[config.mk]
export PLATFORM = sky130hd
export DESIGN_NAME = mat_row_collector_flat
export DESIGN_NICKNAME = d
export VERILOG_FILES = /design/src/rtl/mat_pkg.sv /design/src/rtl/mat_row_collector_if.sv /design/src/rtl/mat_row_collector.sv /design/src/flat_wrapper.sv
export SDC_FILE = /design/constraint.sdc
export NUM_CORES = 1
export LEC_CHECK = 0
export BUFFER_PORTS_ARGS = -buffer_cell sky130_fd_sc_hd__buf_4
export CORE_UTILIZATION = 55
export DETAILED_ROUTE_END_ITERATION = 7
export PLACE_DENSITY_LB_ADDON = 0.2
export SLEW_MARGIN = 20
export SYNTH_ARGS = -nofsm -noshare
export SYNTH_HDL_FRONTEND = slang
export SYNTH_SLANG_ARGS = --single-unit
[constraint.sdc]
create_clock -name clk -period 3.8 [get_ports clk]
set_clock_uncertainty 0.05 [all_clocks]
set_input_delay 0.19 -clock clk [delete_from_list [all_inputs] [get_ports clk]]
set_output_delay 0.19 -clock clk [all_outputs]
set_load 0.005 [all_outputs]
[src/rtl/mat_pkg.sv]
// mat_pkg: constants and collector state encoding shared across the matrix add datapath
// (adder, row collector, writeback).
package mat_pkg;
    localparam int MAT_N  = 5;
    localparam int ELEM_W = 8;
    localparam int ROW_W  = MAT_N * ELEM_W;
    localparam int MAT_W  = MAT_N * ROW_W;
    typedef enum logic {COLLECT, DONE} mrc_state_e;
endpackage

[src/rtl/mat_row_collector_if.sv]
// mat_row_collector_if: row-in and matrix-out valid/ready handshakes.
// out_ovf_rows exists only when MRC_OVF_ROWMASK_EN is defined.
interface mat_row_collector_if #(
    parameter int N      = mat_pkg::MAT_N,
    parameter int ELEM_W = mat_pkg::ELEM_W
);
    logic                  in_valid;
    logic                  in_ready;
    logic [N*ELEM_W-1:0]   in_row;
    logic                  in_ovf;
    logic                  out_valid;
    logic                  out_ready;
    logic [N*N*ELEM_W-1:0] out_matrix;
    logic                  out_ovf;
`ifdef MRC_OVF_ROWMASK_EN
    logic [N-1:0]          out_ovf_rows;
    modport master (output in_valid, in_row, in_ovf, out_ready,
                    input  in_ready, out_valid, out_matrix, out_ovf, out_ovf_rows);
    modport slave  (input  in_valid, in_row, in_ovf, out_ready,
                    output in_ready, out_valid, out_matrix, out_ovf, out_ovf_rows);
`else
    modport master (output in_valid, in_row, in_ovf, out_ready,
                    input  in_ready, out_valid, out_matrix, out_ovf);
    modport slave  (input  in_valid, in_row, in_ovf, out_ready,
                    output in_ready, out_valid, out_matrix, out_ovf);
`endif
endinterface

[src/rtl/mat_row_collector.sv]
// mat_row_collector: assembles N result rows into one matrix with sticky overflow.
// Optional per-row overflow mask via MRC_OVF_ROWMASK_EN.
module mat_row_collector #(
    parameter int N      = mat_pkg::MAT_N,
    parameter int ELEM_W = mat_pkg::ELEM_W
) (
    input logic             clk,
    input logic             rst_n,
    input logic             clr,
    mat_row_collector_if.slave bus
);
    import mat_pkg::*;
    localparam int RW = N * ELEM_W;

    mrc_state_e    state, state_d;
    logic [2:0]    row_idx, idx_d;
    logic [RW-1:0] rows [N];
    logic          write, fire, last, clear_acc;

    // clr wins over both a row accept and an output handshake
    always_comb begin
        write     = state == COLLECT && bus.in_valid && !clr;
        fire      = state == DONE && bus.out_ready;
        last      = row_idx == 3'(N - 1);
        clear_acc = clr || fire;
        state_d   = clr ? COLLECT : (write && last) ? DONE : fire ? COLLECT : state;
        idx_d     = (clr || (write && last)) ? 3'd0 : write ? row_idx + 3'd1 : row_idx;
    end

    always_ff @(posedge clk or negedge rst_n) begin
        if (!rst_n) begin
            state   <= COLLECT;
            row_idx <= '0;
        end else begin
            state   <= state_d;
            row_idx <= idx_d;
        end
    end

    always_ff @(posedge clk or negedge rst_n) begin
        if (!rst_n) begin
            for (int i = 0; i < N; i++) rows[i] <= '0;
        end else if (write) begin
            rows[row_idx] <= bus.in_row;
        end
    end

`ifdef MRC_OVF_ROWMASK_EN
    logic [N-1:0] ovf_rows;
    always_ff @(posedge clk or negedge rst_n) begin
        if (!rst_n) ovf_rows <= '0;
        else if (clear_acc) ovf_rows <= '0;
        else if (write) ovf_rows[row_idx] <= bus.in_ovf;
    end
    assign bus.out_ovf      = |ovf_rows;
    assign bus.out_ovf_rows = ovf_rows;
`else
    logic ovf_acc;
    always_ff @(posedge clk or negedge rst_n) begin
        if (!rst_n) ovf_acc <= 1'b0;
        else if (clear_acc) ovf_acc <= 1'b0;
        else if (write) ovf_acc <= ovf_acc | bus.in_ovf;
    end
    assign bus.out_ovf = ovf_acc;
`endif

    // row 0 lands in the most significant slice of the matrix
    for (genvar r = 0; r < N; r++) begin : g_out
        assign bus.out_matrix[(N-r)*RW-1 -: RW] = rows[r];
    end

    assign bus.in_ready  = state == COLLECT;
    assign bus.out_valid = state == DONE;
endmodule

[src/flat_wrapper.sv]
// flat-port wrapper written by rule: the top's interface ports become plain ports
module mat_row_collector_flat import mat_pkg::*;
#(
    parameter int N      = mat_pkg::MAT_N,
    parameter int ELEM_W = mat_pkg::ELEM_W
)
  (clk, rst_n, clr, bus_in_valid, bus_in_row, bus_in_ovf, bus_out_ready, bus_in_ready, bus_out_valid, bus_out_matrix, bus_out_ovf);
  mat_row_collector_if #(.N(N), .ELEM_W(ELEM_W)) bus_i ();
  input logic clk;
  input logic rst_n;
  input logic clr;
  input wire logic [$bits(bus_i.in_valid)-1:0] bus_in_valid;
  input wire logic [$bits(bus_i.in_row)-1:0] bus_in_row;
  input wire logic [$bits(bus_i.in_ovf)-1:0] bus_in_ovf;
  input wire logic [$bits(bus_i.out_ready)-1:0] bus_out_ready;
  output wire logic [$bits(bus_i.in_ready)-1:0] bus_in_ready;
  output wire logic [$bits(bus_i.out_valid)-1:0] bus_out_valid;
  output wire logic [$bits(bus_i.out_matrix)-1:0] bus_out_matrix;
  output wire logic [$bits(bus_i.out_ovf)-1:0] bus_out_ovf;
  assign bus_i.in_valid = bus_in_valid;
  assign bus_i.in_row = bus_in_row;
  assign bus_i.in_ovf = bus_in_ovf;
  assign bus_i.out_ready = bus_out_ready;
  assign bus_in_ready = bus_i.in_ready;
  assign bus_out_valid = bus_i.out_valid;
  assign bus_out_matrix = bus_i.out_matrix;
  assign bus_out_ovf = bus_i.out_ovf;
  mat_row_collector #(.N(N), .ELEM_W(ELEM_W)) u_core (.clk(clk), .rst_n(rst_n), .clr(clr), .bus(bus_i));
endmodule
Word level (Yosys, flattened, before mapping)
Cells that the tools add are included.

word-level totals
  flip-flop bits (word level) = 205
  output and inout bits = 203
  logic and storage cells = 36

cells by class
  add/subtract/negate cells = 1
  $lt $le $gt $ge = 2
  equality and inequality tests = 1
  mux-type cells = 10
  bitwise logic cells = 3
  reductions and logical operators = 11

operators with widths
  operator                                                              number
  200-bit bitwise mux                                                   1
  40-bit demux with 3-bit select                                        1
  40-bit 2-to-1 mux                                                     1
  3-bit 2-to-1 mux                                                      2
  1-bit logical AND                                                     5
  1-bit 2-to-1 mux                                                      5
  4-bit greater-or-equal comparator, second input constant              1
  4-bit by 1-bit < comparator with 1-bit output, second input constant  1
  3-bit NOT with 4-bit output                                           1
  2-bit nonzero test                                                    2
  3-bit by 1-bit adder with 3-bit output, second input constant         1
  3-bit equality test, second input constant                            1
  3-bit nonzero test                                                    1
  1-bit logical OR                                                      2
  1-bit logical NOT                                                     1
  1-bit NOT                                                             1
  1-bit OR                                                              1

Depth between registers and ports, before layout
Gate-level depths: netlist of the first run.

  depth in word-level cells = 6
  gate-level depth with buffers = 5
  mapped depth without buffers = 5

Worst setup path before layout of the first run
OpenSTA, ideal clock, no wires.

  kind = register -> register
  from = reg u_core.state, in the netlist u_core.bus.out_valid
  to = reg u_core.rows, in the netlist u_core.bus.out_matrix[100]
  setup time = 125 ps
  data arrival time = 1426 ps
  path slack = 2199 ps
  cell stages (with the launch flop) = 6
  buffers on the path = 2
  path through = dfrtp_1 > nor3_2 > and4_1 > buf_6 > buf_12 > mux2_4

between the ends
  cells in the longest elaborated chain, start to end = 3

RTL lines
  element                          RTL line                 source
  start, declared                  mat_row_collector.sv:15  mrc_state_e state, state_d;
  start signal, assigned           mat_row_collector.sv:35  state <= state_d;
  1-bit NOT                        mat_row_collector.sv:22  write = state == COLLECT && bus.in_valid && !clr;
  1-bit logical AND (2 in series)  mat_row_collector.sv:22
  end signal, assigned by index    mat_row_collector.sv:44  rows[row_idx] <= bus.in_row;
  end, declared                    mat_row_collector.sv:17  logic [RW-1:0] rows [N];

Every way passes these cells.
A chain may end at the register's enable or synchronous reset.

Final worst setup path of the first run
  from = in clr
  to = reg u_core.rows, in the netlist u_core.bus.out_matrix[108]

between the ends
  cells in the longest elaborated chain, start to end = 2

RTL lines
  element            RTL line                 source
  start, declared    flat_wrapper.sv:11       input logic clr;
  1-bit logical NOT  mat_row_collector.sv:22
  1-bit logical AND  mat_row_collector.sv:22

Every way passes these cells.

==> results.sh, run 1 <==
export IMPL_min_period_ns=2.376
export IMPL_setup_viol=0
export IMPL_dp_hpwl_mm=12.50
export IMPL_layout_nets=806
export IMPL_die_y_um=125.1
export IMPL_irDropWorstVdd_uv=402.2
export IMPL_cts_buffer_depth=3
export IMPL_ant_nets=0
export IMPL_synth_warnings=0
export IMPL_violations="DRC"
export IMPL_die_w_um=125.1
export IMPL_port_buffers=248
export IMPL_vias=4980
export IMPL_routed_wl_mm=19.40
export IMPL_ys_ff_latch=205
export IMPL_worstPathRequired_ns=4.11
export IMPL_yosysSeqAreaShare=0.6153
export IMPL_fin_tns_setup_ns=0
export IMPL_slew_headroom=0.5163
export IMPL_synth_edf_count=0
export IMPL_postPlaceCellArea_um2=10230
export IMPL_diodes=0
export IMPL_netlist_instances=459
export IMPL_fin_area_um2=11430
export IMPL_critPathSlowestCell="and4_2"
export IMPL_period_share=0.6253
export IMPL_slowest_delay_ns=0.77
export IMPL_drive_gt1_frac=0.6256
export IMPL_cts_setup_buffers=0
export IMPL_cts_sinks=205
export IMPL_status="finished, violations left"
export IMPL_initial_core_util=0.5693
export IMPL_async_flop_share=1.000
export IMPL_synth_flop_cell="dfrtp_1"
export IMPL_hold_viol_final=0
export IMPL_grt_max_degree=95
export IMPL_synth_cell_types=22
export IMPL_yosys_area_top_type_share=0.6153
export IMPL_synthTopCellsByCount="dfrtp_1, mux2_4, mux2_2, buf_12, mux2_1"
export IMPL_drt_iter0_markers=243
export IMPL_p_total_mw=6.671
export IMPL_maxCapViolCount=0
export IMPL_arrival_ns=2.69
export IMPL_core_um2=14640
export IMPL_tightest_slew_ns=0.7255
export IMPL_synth_top_cell_by_area="dfrtp_1"
export IMPL_viasPerCell=5.209
export IMPL_synth_avg_cell_area_um2=18.16
export IMPL_grt_pass1_vias=5427
export IMPL_crit_chain="dlygate4sd3_1, buf_4, nor3_2, and4_2, buf_12, mux2_4"
export IMPL_grt_pass1_wl_mm=31.16
export IMPL_max_freq_ghz=0.4209
export IMPL_overflow=0
export IMPL_path_class="input port to flip-flop"
export IMPL_powerDensity_nw_per_um2=583.6
export IMPL_n_fill_cell=846
export IMPL_drc=34
export IMPL_die_area_um2=15650
export IMPL_row_count=44
export IMPL_ctsHtreeMaxLevel=1
export IMPL_ios=249
export IMPL_slew_viol_final=0
export IMPL_syn_nets=507
export IMPL_hp_class="input port to flip-flop"
export IMPL_cp_max_fo=23
export IMPL_power_leakage_nw=5.777
export IMPL_root_buffer="clkbuf_16"
export IMPL_area_growth_syn_to_layout_pct=37.10
export IMPL_clk_latency_ns=0.48
export IMPL_finalWeightedCongestion=0.7357
export IMPL_rsz0062_at_grt="no"
export IMPL_cts_tree="yes"
export IMPL_drtPass1Iterations=6
export IMPL_clkSlewWorstSetupHoldPaths_ns=0.06
export IMPL_start_kind="input port"
export IMPL_wl_per_cell_um=20.29
export IMPL_syn_cell_area_um2=8337
export IMPL_cts_resized=0
export IMPL_synth_area_top_cells="dfrtp_1, mux2_4, mux2_2"
export IMPL_grt_util_all_layers=0.2522
export IMPL_yosysMostFrequentCell="dfrtp_1"
export IMPL_cts_inserted_buffers=21
export IMPL_cp_end_kind="flip-flop"
export IMPL_antenna_found_initial=0
## path summary, 6_finish.rpt
path                       slack [ns]                                      to  depth (start not counted)                             startpoint
max                              1.42  u_core.bus.out_matrix[108]$_DFFE_PN0P_                          6                                    clr
min reg2reg                      0.45   u_core.bus.out_matrix[31]$_DFFE_PN0P_                          1  u_core.bus.out_matrix[31]$_DFFE_PN0P_
min in group asynchronous        0.29  u_core.bus.out_matrix[155]$_DFFE_PN0P_                          2                                  rst_n
max in group asynchronous        2.50   u_core.bus.out_matrix[51]$_DFFE_PN0P_                          3                                  rst_n
max reg2reg                      1.44  u_core.bus.out_matrix[108]$_DFFE_PN0P_                          4       u_core.bus.out_valid$_DFFE_PN0P_
min                              0.05           u_core.row_idx[1]$_DFFE_PN0P_                          4                           bus_in_valid
## registers in the layout, summed over array words and instances, names as in the netlist
signal,flops
u_core.bus.out_valid,1
u_core.row_idx,3
u_core.bus.out_ovf,1
u_core.bus.out_matrix,200
## cell usage in the layout, fill, tap and decap left out, types with 2 or more instances in the layout
master         instances
clkinv_2               5
buf_12                 4
mux2_4               120
a21oi_1                3
nor2_1                 4
mux2_2                68
dlygate4sd3_1         45
buf_4                249
clkbuf_16             21
and4_2                 3
bufinv_16              5
nand2_1                4
clkbuf_8               3
dfrtp_1              205
nand3_1                2
ha_1                   2
clkbuf_1               3
inv_1                  3
mux2_1                12
## metal layers
layer	part of all wire	track usage	vias up
met5	0	0	-
met4	0.011	0.04806	0
met3	0.072	0.06205	21
met2	0.49	0.4213	167
met1	0.42	0.3389	2571
li1	-	-	2221
## power by group
group	internal (mW)	total [mW]	switching [mW]
clock network	1.39	2.22	0.828
registers	2.62	2.90	0.280
logic	1.06	1.55	0.488
## final cells by class
type	count	area, µm²	share of cell area
sequential	205	5130	0.4488
multi-input combinational	228	2898	0.2535
timing repair buffer	299	2414	0.2112
clock buffer	26	564.3	0.04937
tap	184	230.2	0.02014
clock inverter	11	182.7	0.01598
inverter	3	11.26	0.0009852
## stage by stage
stage,cells,hold slack (ns),setup WS (ns),utilization
2_1_floorplan,459,-0.1556,2.199,-
3_3_place_gp,874,0.2443,1.599,0.6984
3_5_place_dp,874,0.2603,1.519,0.6984
4_1_cts,956,0.02656,1.494,0.7802
5_1_grt,956,0.08025,1.354,0.7805
6_report,956,0.05188,1.424,0.7805
## cell families after synthesis
group / count (synthesis) / share of synthesized area
flops: 205 / 0.6153
mux: 200 / 0.3242
buf+inv: 26 / 0.03902
simple gates: 20 / 0.01411
compound gates: 6 / 0.004352
fa+ha+maj: 2 / 0.003001
## what timing repair did
action,4_1_cts,5_1_grt
hold buffers,45,0
hold endpoints to repair,297,0
endpoints found under the setup margin,0,0
## critical path: cells and delay by family
family | cells | cell delay, ns
muxes | 1 | 0.32
buffers and inverters | 3 | 1.05
and+or+nand+nor | 2 | 1.10
Note: power is estimated with default switching activity, not from simulation.
==> run 2: changes to the inputs <==
--- a/config.mk
+++ b/config.mk
@@ -5,8 +5,9 @@
 export SDC_FILE = /design/constraint.sdc
 export NUM_CORES = 1
 export LEC_CHECK = 0
+export ABC_AREA = 1
 export BUFFER_PORTS_ARGS = -buffer_cell sky130_fd_sc_hd__buf_4
-export CORE_UTILIZATION = 55
+export CORE_UTILIZATION = 46
 export DETAILED_ROUTE_END_ITERATION = 7
 export PLACE_DENSITY_LB_ADDON = 0.2
 export SLEW_MARGIN = 20
==> constraint.sdc (replaced) <==
create_clock -name clk -period 2.05 [get_ports clk]
set_clock_uncertainty 0.05 [all_clocks]
set_input_delay 0.1025 -clock clk [delete_from_list [all_inputs] [get_ports clk]]
set_output_delay 0.1025 -clock clk [all_outputs]
set_load 0.005 [all_outputs]
==> results.sh, run 2 <==
export IMPL_cp_end_kind="flip-flop"
export IMPL_power_leakage_nw=6.392
export IMPL_p_total_mw=12.11
export IMPL_yosysSeqAreaShare=0.6332
export IMPL_grt_pass1_vias=7166
export IMPL_maxCapViolCount=0
export IMPL_yosys_area_top_type_share=0.6332
export IMPL_slew_headroom=0.6313
export IMPL_clkSlewWorstSetupHoldPaths_ns=0.06
export IMPL_hold_viol_final=0
export IMPL_cts_sinks=205
export IMPL_routed_wl_mm=24.45
export IMPL_drc=0
export IMPL_irDropWorstVdd_uv=710.8
export IMPL_synth_avg_cell_area_um2=8.893
export IMPL_start_kind="flip-flop"
export IMPL_die_area_um2=18150
export IMPL_dp_hpwl_mm=15.69
export IMPL_synth_edf_count=0
export IMPL_synth_warnings=0
export IMPL_grt_util_all_layers=0.2744
export IMPL_drive_gt1_frac=0.2656
export IMPL_netlist_instances=911
export IMPL_cts_buffer_depth=3
export IMPL_max_freq_ghz=0.5204
export IMPL_post_place_ws_ns=0.3369
export IMPL_cts_setup_buffers=0
export IMPL_hp_class="input port to asynchronous set/reset pin"
export IMPL_port_buffers=248
export IMPL_rsz0062_at_grt="no"
export IMPL_drtPass1Iterations=5
export IMPL_wl_per_cell_um=17.10
export IMPL_setup_viol=0
export IMPL_grt_pass1_wl_mm=38.95
export IMPL_core_um2=17240
export IMPL_layout_nets=1239
export IMPL_powerDensity_nw_per_um2=1056
export IMPL_syn_cell_area_um2=8102
export IMPL_final_cell_mix="nand2_1, buf_4, dfrtp_1"
export IMPL_setup_slack_ns=0.1284
export IMPL_worstPathRequired_ns=2.38
export IMPL_layout_commonest_cell="nand2_1"
export IMPL_cts_inserted_buffers=22
export IMPL_syn_nets=959
export IMPL_finalWeightedCongestion=0.7734
export IMPL_yosysMostFrequentCell="nand2_1"
export IMPL_root_buffer="clkbuf_16"
export IMPL_status="completed"
export IMPL_synth_cell_types=17
export IMPL_ant_nets=0
export IMPL_async_flop_share=1.000
export IMPL_ys_ff_latch=205
export IMPL_cp_max_fo=7
export IMPL_antenna_found_initial=0
export IMPL_overflow=0
export IMPL_largest_reg_flops=200
export IMPL_ctsHtreeMaxLevel=1
export IMPL_synth_area_top_cells="dfrtp_1, nand2_1, nand3_1"
export IMPL_grt_max_degree=126
export IMPL_die_y_um=134.7
export IMPL_viasPerCell=5.178
export IMPL_die_w_um=134.7
export IMPL_vias=7405
export IMPL_synthTopCellsByCount="nand2_1, dfrtp_1, nand3_1, clkbuf_1, o21ai_1"
export IMPL_tightest_slew_ns=0.5530
export IMPL_initial_core_util=0.4700
export IMPL_clk_latency_ns=0.49
export IMPL_fin_tns_setup_ns=0
export IMPL_slew_viol_final=0
export IMPL_path_class="flip-flop to flip-flop"
export IMPL_cts_tree="yes"
export IMPL_period_share=0.9374
export IMPL_area_growth_syn_to_layout_pct=41.51
export IMPL_arrival_ns=2.25
export IMPL_ios=249
export IMPL_min_period_ns=1.922
export IMPL_whs_ns=0.08057
export IMPL_diodes=0
export IMPL_synth_top_cell_by_area="dfrtp_1"
export IMPL_reg2regPathDepth=5
export IMPL_synth_flop_cell="dfrtp_1"
export IMPL_drt_iter0_markers=492
export IMPL_row_count=48
run 2: changes by cell type in the layout (fill, tap and decap cells not counted), moves of 3 or more:
| cell | delta |
|---|---|
| nand2_1 | +410 |
| inv_2 | +4 |
| nor2_4 | +4 |
| bufinv_16 | -3 |
| o21ai_1 | +39 |
| buf_4 | +17 |
| and4_2 | -3 |
| mux2_2 | -68 |
| mux2_1 | -12 |
| clkbuf_1 | +3 |
| nand3_1 | +160 |
| nand2_2 | +4 |
| mux2_4 | -120 |
run 2: report_power, final:
group,internal (mW),total (mW),switching (mW)
sequential,4.89,5.40,0.504
clock,2.37,3.93,1.56
combinational,1.48,2.79,1.31
run 2: metrics by stage:
stage | utilization | instance area, µm² | instances
after floorplan | - | 8102 | 911
after CTS | 0.6651 | 11460 | 1430
after global routing | 0.6651 | 11460 | 1430
after detailed placement | 0.5972 | 10290 | 1346
final | 0.6651 | 11460 | 1430
after global placement | 0.5972 | 10290 | 1346
run 2: worst paths after layout:
kind / from / to / slack [ns]
max in group asynchronous: rst_n / u_core.bus.out_matrix[141]$_DFFE_PN0P_ / 1.19
max reg2reg: u_core.row_idx[0]$_DFFE_PN0P_ / u_core.bus.out_valid$_DFFE_PN0P_ / 0.13
min in group clk: bus_in_row[1] / u_core.bus.out_matrix[41]$_DFFE_PN0P_ / 0.34
max: u_core.row_idx[0]$_DFFE_PN0P_ / u_core.bus.out_valid$_DFFE_PN0P_ / 0.13
min reg2reg: u_core.bus.out_matrix[114]$_DFFE_PN0P_ / u_core.bus.out_matrix[114]$_DFFE_PN0P_ / 0.42
min: rst_n / u_core.bus.out_matrix[128]$_DFFE_PN0P_ / 0.08
run 2: kinds of logic (layout without fill, tap and decap cells):
logic type	after synthesis	after routing	synth area share
buf+inv	70	364	0.03583
simple gates	592	592	0.3018
flops	205	205	0.6332
fa+ha+maj	2	2	0.003088
compound gates	42	42	0.02610
run 2: routing by layer:
| metal | GRT usage | up-vias | wire length [µm] |
|---|---|---|---|
| met2 | 0.4470 | 314 | 11800 |
| met3 | 0.05180 | 41 | 1892 |
| met4 | 0.08739 | 0 | 639 |
| met1 | 0.3722 | 3568 | 10120 |
| li1 | - | 3482 | - |
| met5 | 0 | - | 0 |
run 2: critical path, stage by stage (launching register included):
cell	delay, ns
dfrtp_1	0.60
inv_2	0.12
ha_1	0.22
nand2_1	0.14
o22ai_1	0.10
dlygate4sd3_1	0.57
run 2: layout make-up:
class,count,area (µm²)
fillers,1437,5772
flip-flops and latches,205,5130
inverters,8,30.03
multi-input cells,636,2741
well taps,225,281.5
clock inverters,7,85.08
clock buffers,31,625.6
repair buffers,318,2571
run 2: repair_timing:
item	in CTS	in global routing
hold buffers	46	0
resized for setup	0	0
hold endpoints to repair	410	0
==> run 3: changes to the inputs <==
--- a/config.mk
+++ b/config.mk
@@ -6,9 +6,10 @@
 export NUM_CORES = 1
 export LEC_CHECK = 0
 export ABC_AREA = 1
-export BUFFER_PORTS_ARGS = -buffer_cell sky130_fd_sc_hd__buf_4
-export CORE_UTILIZATION = 46
+export CORE_UTILIZATION = 55
 export DETAILED_ROUTE_END_ITERATION = 7
+export DONT_BUFFER_PORTS = 1
+export HOLD_SLACK_MARGIN = 0.05
 export PLACE_DENSITY_LB_ADDON = 0.2
 export SLEW_MARGIN = 20
 export SYNTH_ARGS = -nofsm -noshare
==> constraint.sdc (replaced) <==
create_clock -name clk -period 1.6 [get_ports clk]
set_clock_uncertainty 0.05 [all_clocks]
set_input_delay 0.08 -clock clk [delete_from_list [all_inputs] [get_ports clk]]
set_output_delay 0.08 -clock clk [all_outputs]
set_load 0.005 [all_outputs]
==> results.sh, run 3 (same netlist as run 2, synthesis figures left out) <==
export IMPL_min_period_ns=1.530
export IMPL_critPathSlowestCell="dfrtp_1"
export IMPL_cts_inserted_buffers=21
export IMPL_ios=249
export IMPL_path_class="flip-flop to flip-flop"
export IMPL_root_buffer="clkbuf_16"
export IMPL_postPlaceCellArea_um2=8369
export IMPL_drtPass1Iterations=6
export IMPL_final_cells=1141
export IMPL_cp_top_family="simple AND/OR/NAND/NOR gates"
export IMPL_initial_core_util=0.5726
export IMPL_ant_nets=0
export IMPL_dp_cells=1054
export IMPL_hp_class="input port to asynchronous set/reset pin"
export IMPL_post_place_ws_ns=0.05817
export IMPL_fin_tns_setup_ns=0
export IMPL_hold_buffers=44
export IMPL_worstPathRequired_ns=1.93
export IMPL_finalWeightedCongestion=0.8203
export IMPL_p_total_mw=13.69
export IMPL_status="finished, violations left"
export IMPL_layout_nets=995
export IMPL_period_share=0.9565
export IMPL_cp_common_cell="nand2_1"
export IMPL_grt_max_degree=206
export IMPL_cp_end_kind="flip-flop"
export IMPL_fin_area_um2=9589
export IMPL_cts_tree="yes"
export IMPL_area_growth_syn_to_layout_pct=18.36
export IMPL_slowest_delay_ns=0.39
export IMPL_die_y_um=123.4
export IMPL_routed_wl_mm=24.03
export IMPL_layout_commonest_cell="nand2_1"
export IMPL_grt_util_all_layers=0.3023
export IMPL_hold_viol_final=205
export IMPL_whs_ns=-0.7620
export IMPL_setup_viol=0
export IMPL_ctsHtreeMaxLevel=1
export IMPL_maxCapViolCount=0
export IMPL_grt_pass1_vias=6677
export IMPL_drt_iter0_markers=512
export IMPL_die_w_um=123.4
export IMPL_arrival_ns=1.86
export IMPL_slew_viol_final=0
export IMPL_path_buf_inv=3
export IMPL_start_kind="flip-flop"
export IMPL_viasPerCell=5.858
export IMPL_largest_reg_flops=200
export IMPL_die_area_um2=15220
export IMPL_setup_slack_ns=0.06958
export IMPL_cp_max_fo=30
export IMPL_violations="hold timing"
export IMPL_final_cell_mix="nand2_1, dfrtp_1, nand3_1"
export IMPL_wl_per_cell_um=21.06
export IMPL_clkSlewWorstSetupHoldPaths_ns=0.06
export IMPL_dp_hpwl_mm=14.42
export IMPL_drc=0
export IMPL_grt_pass1_wl_mm=35.07
export IMPL_crit_chain="inv_2, nand2_2, nor2_4, buf_4, nand2_1, buf_12, nand2_1, nand2_1"
export IMPL_slew_headroom=0.7529
export IMPL_clk_latency_ns=0.48
export IMPL_max_freq_ghz=0.6534
export IMPL_cts_buffer_depth=3
export IMPL_irDropWorstVdd_uv=947.4
export IMPL_cts_sinks=205
export IMPL_port_buffers=0
export IMPL_powerDensity_nw_per_um2=1428
export IMPL_n_fill_cell=1089
export IMPL_power_leakage_nw=5.142
export IMPL_row_count=43
export IMPL_drive_gt1_frac=0.08238
export IMPL_tightest_slew_ns=0.3707
export IMPL_overflow=0
export IMPL_vias=6684
export IMPL_core_um2=14150
export IMPL_antenna_found_initial=2
==> run 3: cell types whose count changed in the layout (fill, tap and decap cells not counted), moves of 2 or more <==
| cell | before | now |
|---|---|---|
| buf_4 | 266 | 23 |
| clkbuf_8 | 3 | 8 |
| clkbuf_1 | 6 | 3 |
| clkinv_2 | 5 | 2 |
| buf_12 | 5 | 3 |
| buf_6 | 0 | 2 |
| dfrtp_1 | 205 | 203 |
| dfrtp_2 | 0 | 2 |
| diode_2 | 0 | 2 |
| dlygate4sd3_1 | 46 | 44 |
| nand2_1 | 414 | 416 |
| nand2_2 | 4 | 2 |
==> run 3: what timing repair did <==
action / in CTS / in global routing
resized for setup: 0 / 5
endpoints found under the setup margin: 0 / 131
setup buffers: 0 / 3
endpoints found under the hold margin: 410 / 205
==> run 3: worst reg2reg max path: stages, from the launching register on <==
cell,delay (ns)
dfrtp_1,0.39
inv_2,0.07
nand2_2,0.07
nor2_4,0.22
buf_4,0.17
nand2_1,0.11
buf_12,0.20
nand2_1,0.10
nand2_1,0.05
==> run 3: worst paths after layout <==
check                                                       start                                      to  slack (ns)  cells past startpoint
max in group asynchronous                                   rst_n  u_core.bus.out_matrix[143]$_DFFE_PN0P_        1.95                      0
hold / removal                                              rst_n  u_core.bus.out_matrix[127]$_DFFE_PN0P_       -0.76                      0
setup reg to reg                 u_core.bus.out_valid$_DFFE_PN0P_  u_core.bus.out_matrix[183]$_DFFE_PN0P_        0.07                      8
hold reg to reg            u_core.bus.out_matrix[177]$_DFFE_PN0P_  u_core.bus.out_matrix[177]$_DFFE_PN0P_        0.45                      2
setup / recovery                 u_core.bus.out_valid$_DFFE_PN0P_  u_core.bus.out_matrix[183]$_DFFE_PN0P_        0.07                      8
min in group clk                                    bus_out_ready        u_core.bus.out_valid$_DFFE_PN0P_        0.26                      2
==> run 3: layout make-up <==
cell class,count,area (µm²),area share
Sequential cell,205,5132,0.5352
Multi-Input combinational cell,636,2736,0.2854
Timing Repair Buffer,75,773.2,0.08064
Clock buffer,32,646.9,0.06746
Tap cell,180,225.2,0.02349
Clock inverter,3,40.04,0.004175
Inverter,8,30.03,0.003132
Antenna cell,2,5.005,0.0005219
==> run 3: report_power, final <==
part	switching, mW	internal [mW]
clock network	1.93	2.92
registers	1.01	6.27
logic	0.959	0.590
total	3.90	9.79
==> run 3: per-stage QoR <==
| step | hold slack (ns) | utilization |
|---|---|---|
| floorplan | -0.2656 | - |
| global route | -0.7766 | 0.6777 |
| finish | -0.7620 | 0.6777 |
| global placement | -0.2607 | 0.5915 |
| detailed placement | -0.2619 | 0.5915 |
| CTS | -0.7739 | 0.6711 |
==> run 3: metal layers <==
| metal | GRT usage | routed length [µm] | vias up |
|---|---|---|---|
| li1 | - | - | 2991 |
| met1 | 0.3557 | 8921 | 3273 |
| met2 | 0.5028 | 11640 | 350 |
| met3 | 0.1006 | 2655 | 70 |
| met4 | 0.1348 | 818 | 0 |
| met5 | 0 | 0 | - |
